### config.mk
export PLATFORM = sky130hd
export DESIGN_NAME = simon_decrypt
export DESIGN_NICKNAME = d
export VERILOG_FILES = /design/src/rtl/simon_pkg.sv /design/src/rtl/simon_round.sv /design/src/rtl/simon_decrypt.sv
export SDC_FILE = /design/constraint.sdc
export NUM_CORES = 2
export LEC_CHECK = 0
export ABC_AREA = 1
export CAP_MARGIN = 20
export CELL_PAD_IN_SITES_DETAIL_PLACEMENT = 0
export CELL_PAD_IN_SITES_GLOBAL_PLACEMENT = 2
export CORE_ASPECT_RATIO = 1.4
export CORE_UTILIZATION = 30
export DETAILED_ROUTE_END_ITERATION = 10
export HOLD_SLACK_MARGIN = 0.08
export PLACE_DENSITY_LB_ADDON = 0.1
export SLEW_MARGIN = 20
export SYNTH_ARGS = -nofsm -noshare
export SYNTH_HDL_FRONTEND = slang
export SYNTH_SLANG_ARGS = --single-unit
### constraint.sdc
create_clock -name clk -period 45.9 [get_ports clk]
set_input_delay 6.885 -clock clk [delete_from_list [all_inputs] [get_ports clk]]
set_output_delay 6.885 -clock clk [all_outputs]
set_load 0.03 [all_outputs]
### src/rtl/simon_pkg.sv
// Shared Simon 32/64 definitions: sizes, round-key array type, round function
// and the constants consumed by the key expansion.
package simon_pkg;
    localparam int WORD      = 16;
    localparam int ROUNDS    = 32;
    localparam int KEY_WORDS = 4;

    typedef logic [ROUNDS-1:0][WORD-1:0] rkey_t;

    typedef enum logic [1:0] {
        ST_IDLE = 2'd0,
        ST_RUN  = 2'd1,
        ST_DONE = 2'd2
    } state_t;

    // z0 sequence packed LSB-first (bit j feeds expansion step j+4), c = 2^n - 4.
    localparam logic [63:0]     Z0 = 64'h19C3522FB386A45F;
    localparam logic [WORD-1:0] C  = 16'hFFFC;

    function automatic logic [WORD-1:0] simon_f(input logic [WORD-1:0] v);
        logic [WORD-1:0] r1, r2, r8;
        r1 = {v[WORD-2:0], v[WORD-1]};
        r2 = {v[WORD-3:0], v[WORD-1:WORD-2]};
        r8 = {v[WORD-9:0], v[WORD-1:WORD-8]};
        return (r1 & r8) ^ r2;
    endfunction
endpackage

### src/rtl/simon_round.sv
// One combinational Simon round; DIR=0 is the forward round, DIR=1 its inverse.
module simon_round
    import simon_pkg::*;
#(
    parameter bit DIR = 1'b0
) (
    input  logic [WORD-1:0] x,
    input  logic [WORD-1:0] y,
    input  logic [WORD-1:0] k,
    output logic [WORD-1:0] x_next,
    output logic [WORD-1:0] y_next
);
    generate
        if (DIR == 1'b0) begin : g_enc
            assign x_next = y ^ simon_f(x) ^ k;
            assign y_next = x;
        end else begin : g_dec
            assign x_next = y;
            assign y_next = x ^ simon_f(y) ^ k;
        end
    endgenerate
endmodule

### src/rtl/simon_decrypt.sv
// Iterative Simon 32/64 decryption core: one inverse round per cycle, keys applied
// from the last encryption round key down to the first.
//
//   state   | meaning
//   --------+--------------------------------------------------------------
//   ST_IDLE | waiting for a ciphertext, in_ready high
//   ST_RUN  | applying inverse round with kreg[rc], rc counting down to 0
//   ST_DONE | plaintext held on the output until out_ready
module simon_decrypt #(
    parameter int ROUNDS = 32,
    parameter int WORD   = 16
) (
    input  logic                         clk,
    input  logic                         rst,
    input  logic                         in_valid,
    output logic                         in_ready,
    input  logic [2*WORD-1:0]            ciphertext,
    input  logic [ROUNDS-1:0][WORD-1:0]  key,
    output logic                         out_valid,
    input  logic                         out_ready,
    output logic [2*WORD-1:0]            plaintext,
    output logic                         busy
);
    import simon_pkg::*;

    localparam int RC_W = $clog2(ROUNDS);

    state_t                     state, state_next;
    logic [WORD-1:0]            x, y, x_rnd, y_rnd;
    logic [ROUNDS-1:0][WORD-1:0] kreg;
    logic [RC_W-1:0]            rc;
    logic                       accept, last_round;

    assign accept     = in_valid && (state == ST_IDLE);
    assign last_round = (rc == '0);

    simon_round #(.DIR(1'b1)) u_round (
        .x      (x),
        .y      (y),
        .k      (kreg[rc]),
        .x_next (x_rnd),
        .y_next (y_rnd)
    );

    always_comb begin
        state_next = state;
        in_ready   = 1'b0;
        out_valid  = 1'b0;
        busy       = 1'b0;
        case (state)
            ST_IDLE: begin
                in_ready = 1'b1;
                if (in_valid) state_next = ST_RUN;
            end
            ST_RUN: begin
                busy = 1'b1;
                if (last_round) state_next = ST_DONE;
            end
            ST_DONE: begin
                busy      = 1'b1;
                out_valid = 1'b1;
                if (out_ready) state_next = ST_IDLE;
            end
            default: state_next = ST_IDLE;
        endcase
    end

    always_ff @(posedge clk or posedge rst) begin
        if (rst) begin
            state <= ST_IDLE;
            rc    <= '0;
            x     <= '0;
            y     <= '0;
            kreg  <= '0;
        end else begin
            state <= state_next;
            if (accept) begin
                x    <= ciphertext[2*WORD-1:WORD];
                y    <= ciphertext[WORD-1:0];
                kreg <= key;
                rc   <= RC_W'(ROUNDS - 1);
            end else if (state == ST_RUN) begin
                x <= x_rnd;
                y <= y_rnd;
                // rc parks at zero once the final round is applied
                if (!last_round) rc <= rc - RC_W'(1);
            end
        end
    end

    assign plaintext = {x, y};
endmodule

# [After elaboration in Yosys (flattened, before gate mapping)]
# Index checks and enable logic that the tools add are counted.
# Widths: inputs -> output; s select.
[op_classes] eq_ne=6 bitwise_logic=4 mux=16 n_reduce_logical=7 order_cmp=1 n_addsub=1
[op_table] op="$bmux 16 s5" n=1
[op_table] op="$mux 16" n=5
[op_table] op="$xor 16x16->16" n=3
[op_table] op="$and 16x16->16" n=1
[op_table] op="$mux 5" n=3
[op_table] op="$ne 2x2->1 const B" n=4
[op_table] op="$lt 5x6->1 const B" n=1
[op_table] op="$mux 2" n=3
[op_table] op="$pmux 2 s3" n=1
[op_table] op="$logic_not 5->1" n=1
[op_table] op="$sub 5x1->5 const B" n=1
[op_table] op="$mux 1" n=3
[op_table] op="$reduce_and 3->1" n=1
[op_table] op="$eq 2x1->1 const B" n=1
[op_table] op="$eq 2x2->1 const B" n=1
[op_table] op="$logic_not 2->1" n=1
[op_table] op="$reduce_and 2->1" n=1
[op_table] op="$reduce_bool 2->1" n=1
[op_table] op="$reduce_or 2->1" n=1
[op_table] op="$logic_and 1x1->1" n=1
[totals] out_inout_bits=35 reg_bits=551

# [Logic depth before layout (Yosys ltp)]
[depth] word_depth=6 depth_mapped=16

# [By module]
# From an unflattened synthesis, not the netlist that was laid out.
[unflattened] hier_cells=3838 hier_area_um2=27267.4
[modules_own_cells] module="simon_decrypt" area_per_inst_um2=26146.3 seq_area_each_um2=13788.2 instances=1 cells_each=3566
[modules_own_cells] module="simon_round" area_per_inst_um2=1121.1 seq_area_each_um2=0.0 instances=1 cells_each=272

# [Worst setup path after synthesis]
# OpenSTA, ideal clock, no wires.
[synth_path] kind="input to register" startpoint="input in_valid" endpoint="register kreg[100] in the netlist's numbering" setup_slack_ns=37.953 setup_ns=0.066 cell_stages=7 path_buffers=3 arrival_ns=7.882 cell_sequence="nand2_1 inv_1 buf_2 clkbuf_1 clkbuf_1 nand2_1 nand2_1"
[synth_between] elab_chain_cells=1
[synth_lines] item="from (decl)" line_no="simon_decrypt.sv:15" source="input logic in_valid,"
[synth_lines] item="$logic_and 1x1->1" line_no="simon_decrypt.sv:34" source="assign accept = in_valid && (state == ST_IDLE);"
[synth_lines] item="to (signal assigned)" line_no="simon_decrypt.sv:80" source="kreg <= key;"
[synth_lines] item="to (decl)" line_no="simon_decrypt.sv:30" source="logic [ROUNDS-1:0][WORD-1:0] kreg;"
# No other way between the ends.
# A chain may end at the register's enable or synchronous reset.

==> metrics <==
fin util=39.9%; crit path DAT=11.34 ns; io pins=583; Hold-fix buffers, CTS=0; Longest Clk Path Bufs=3; RSZ-0062 raised after global routing=false; antenna-violating nets left=0; Largest stage delay, worst path=0.79 ns; most frequent cells in the layout=nand2_1 (1900), clkdlybuf4s50_1 (582), dfrtp_1 (547), nand3_1 (347), o21ai_0 (254); P_leak=0.0174 uW; r2r endpoint=y[2]$_DFFE_PP0P_; Synth area leader=dfrtp_1; Hold EP=kreg[345]$_DFFE_PP0P_; Seq/Total Area, Yosys=51.5%; synthesized flop and latch total=551; Post-CTS Setup Bufs=0; crit path kind=primary input to async pin; Multi-input gate area=11100 sq um; Primary FF master, synth=dfrtp_1; DR vias/cell=4.64; worst r2r src=rc[0]$_DFFE_PP0P_; core area=88400 sq um; Slew @ Worst Pin=1.10 ns; Pre-antenna DRT Iters=7; CP required=46.58 ns; htree depth=2; Hold Startpoint=kreg[345]$_DFFE_PP0P_; pwr dens=70.6 nW/um^2; total power=2490 uW; fin crit share=23.2%; vias in the first global route=25300; synth warn=0; global route overflow=0; TritonCTS Buffers=61; clock skew=0.0214 ns; EDFF count, synth=0; post-synth top area share=51.5%; fill cell count=9534; status=finished clean; maximum vdd ir drop=44.9 uV; final hold violation count=0; most common cell after layout, fill and taps aside=nand2_1; routability cong.=0.794; Peak Freq=0.0938 GHz; initial antenna violation count=13; Layout Nets=4649; most frequent cell on the critical path=buf_4; vias=24700; gr usage total=24.6%; Post-Synthesis Cells=3652; CP max stage cell=buf_4; Initial Util=30.3%; top cells by area, synth=dfrtp_1 (51%), nand2_1 (27%), nand3_1 (6.5%), o21ai_0 (4.7%), inv_1 (3.0%); Std-Cell Rows=129; die span in x=255 microns; pin count of the biggest net entering global routing=222; cell area after layout=35300 sq um; Final setup viols=0; number of DRC markers in iteration 0=1755; R2R Setup Slk=41.80 ns; maxcap violations=0; layout cells sized above 1=3.40%; P&R area growth vs syn=31.9%; Post-DP Area=33200 sq um; crit path launch type=primary input; die area=90500 sq um; Detailed Place HPWL=76.9 mm; Slew headroom=26.4%; DR WL/cell=21.0 microns; Synthesized Nets=4206; Final min period=10.66 ns; crit end category=async pin; Mapped Avg Cell Area=7.33 sq um; CP Launch Point=rst; Crit Path Max Fanout=143; ys async rst share=100%; port bufs=582; Worst Hold Depth=2; clk slew on worst S/H paths=0.06 ns; cells on worst reg2reg path=12; Reg area=13800 sq um; final setup TNS=0 ns; hold crit path type=flip-flop to flip-flop; clock sinks=551; CP cell instances=clkdlybuf4s50_1 > inv_8 > buf_12 > buf_4 > buf_4 > buf_4; library cells used by synthesis=24; die height=356 microns; Final Slew Violations=0; Root Buffer=clkbuf_16; Mapped Area=26800 sq um; drt total wl=112 mm; clk_lat worst skew=0.66 ns; CTS tree=done; first-pass GRT wire length=164 mm; DR DRC count=0; Post-CTS Resized=0
[cell type report]
cell class / count / area share, %
Sequential cell: 551 / 39.1
Inverter: 218 / 2.39
Antenna cell: 4 / 0.0283
Multi-Input combinational cell: 2655 / 31.3
Timing Repair Buffer: 608 / 17.2
Tap cell: 1179 / 4.18
Clock inverter: 24 / 0.875
Clock buffer: 89 / 4.99
[synth_stat cells, types with 2 or more instances]
library cell	number
xor2_1	28
o211ai_1	2
nand3_1	347
a21oi_1	56
nor3_1	2
nand2_1	1901
ha_1	6
nor2_1	47
dfrtp_1	551
buf_6	20
o21ai_0	254
nand3_2	2
inv_1	213
clkbuf_1	124
buf_4	22
xnor2_1	4
buf_2	43
o21ai_1	4
buf_1	19
inv_2	3
[sequential cells by signal (all words and copies together), names as in the netlist]
register and count:
kreg 512, rc 5, state 2, x 16, y 16
[worst max-delay path, delay by kind of cell]
kind	cells	cell delay (ns)
buffers and inverters	6	4.10
[through the flow]
step | cells | hold slack (ns) | setup WS, ns
finish | 5328 | 0.474 | 35.24
global route | 5326 | 0.489 | 34.60
CTS | 5324 | 0.478 | 35.05
detailed placement | 5211 | 0.462 | 34.33
global placement | 5211 | 0.459 | 34.37
floorplan | 3652 | 0.444 | 23.61
[where the power goes]
part	internal, uW	switching [uW]	total (uW)	leakage, uW
sequential	717	147	864	0.00683
clock	304	216	520	0.00103
combinational	366	743	1110	0.00955
total	1390	1110	2490	0.0174
[worst max path at each step]
| stage | end | depth (start not counted) |
|---|---|---|
| after floorplan | kreg[0]$_DFFE_PP0P_ | 1 |
| after global placement | kreg[436]$_DFFE_PP0P_ | 6 |
| after detailed placement | kreg[434]$_DFFE_PP0P_ | 6 |
| after CTS | kreg[468]$_DFFE_PP0P_ | 6 |
| after global routing | kreg[468]$_DFFE_PP0P_ | 6 |
| final | kreg[451]$_DFFE_PP0P_ | 6 |
[per-layer routing]
| layer | global-route usage (%) | share of wire, % | vias to the layer above | wire length (microns) |
|---|---|---|---|---|
| met5 | 0 | 0.082 | - | 92 |
| met4 | 10.2 | 4.2 | 16 | 4740 |
| met3 | 4.13 | 5.2 | 161 | 5790 |
| met2 | 41.3 | 48 | 663 | 53600 |
| met1 | 31.3 | 42 | 11700 | 47400 |
| li1 | - | - | 12200 | - |
[cell families after synthesis]
| kind of cell | count (synthesis) | share of synthesized area, % |
|---|---|---|
| and+or+nand+nor | 2300 | 33.9 |
| DFF | 551 | 51.5 |
| buffers and inverters | 446 | 7.33 |
| AOI/OAI and AO/OA | 317 | 5.96 |
| xor gates and xnor gates | 32 | 1.05 |
| adders and majority gates | 6 | 0.280 |
Power figures use the tool's default switching activity.
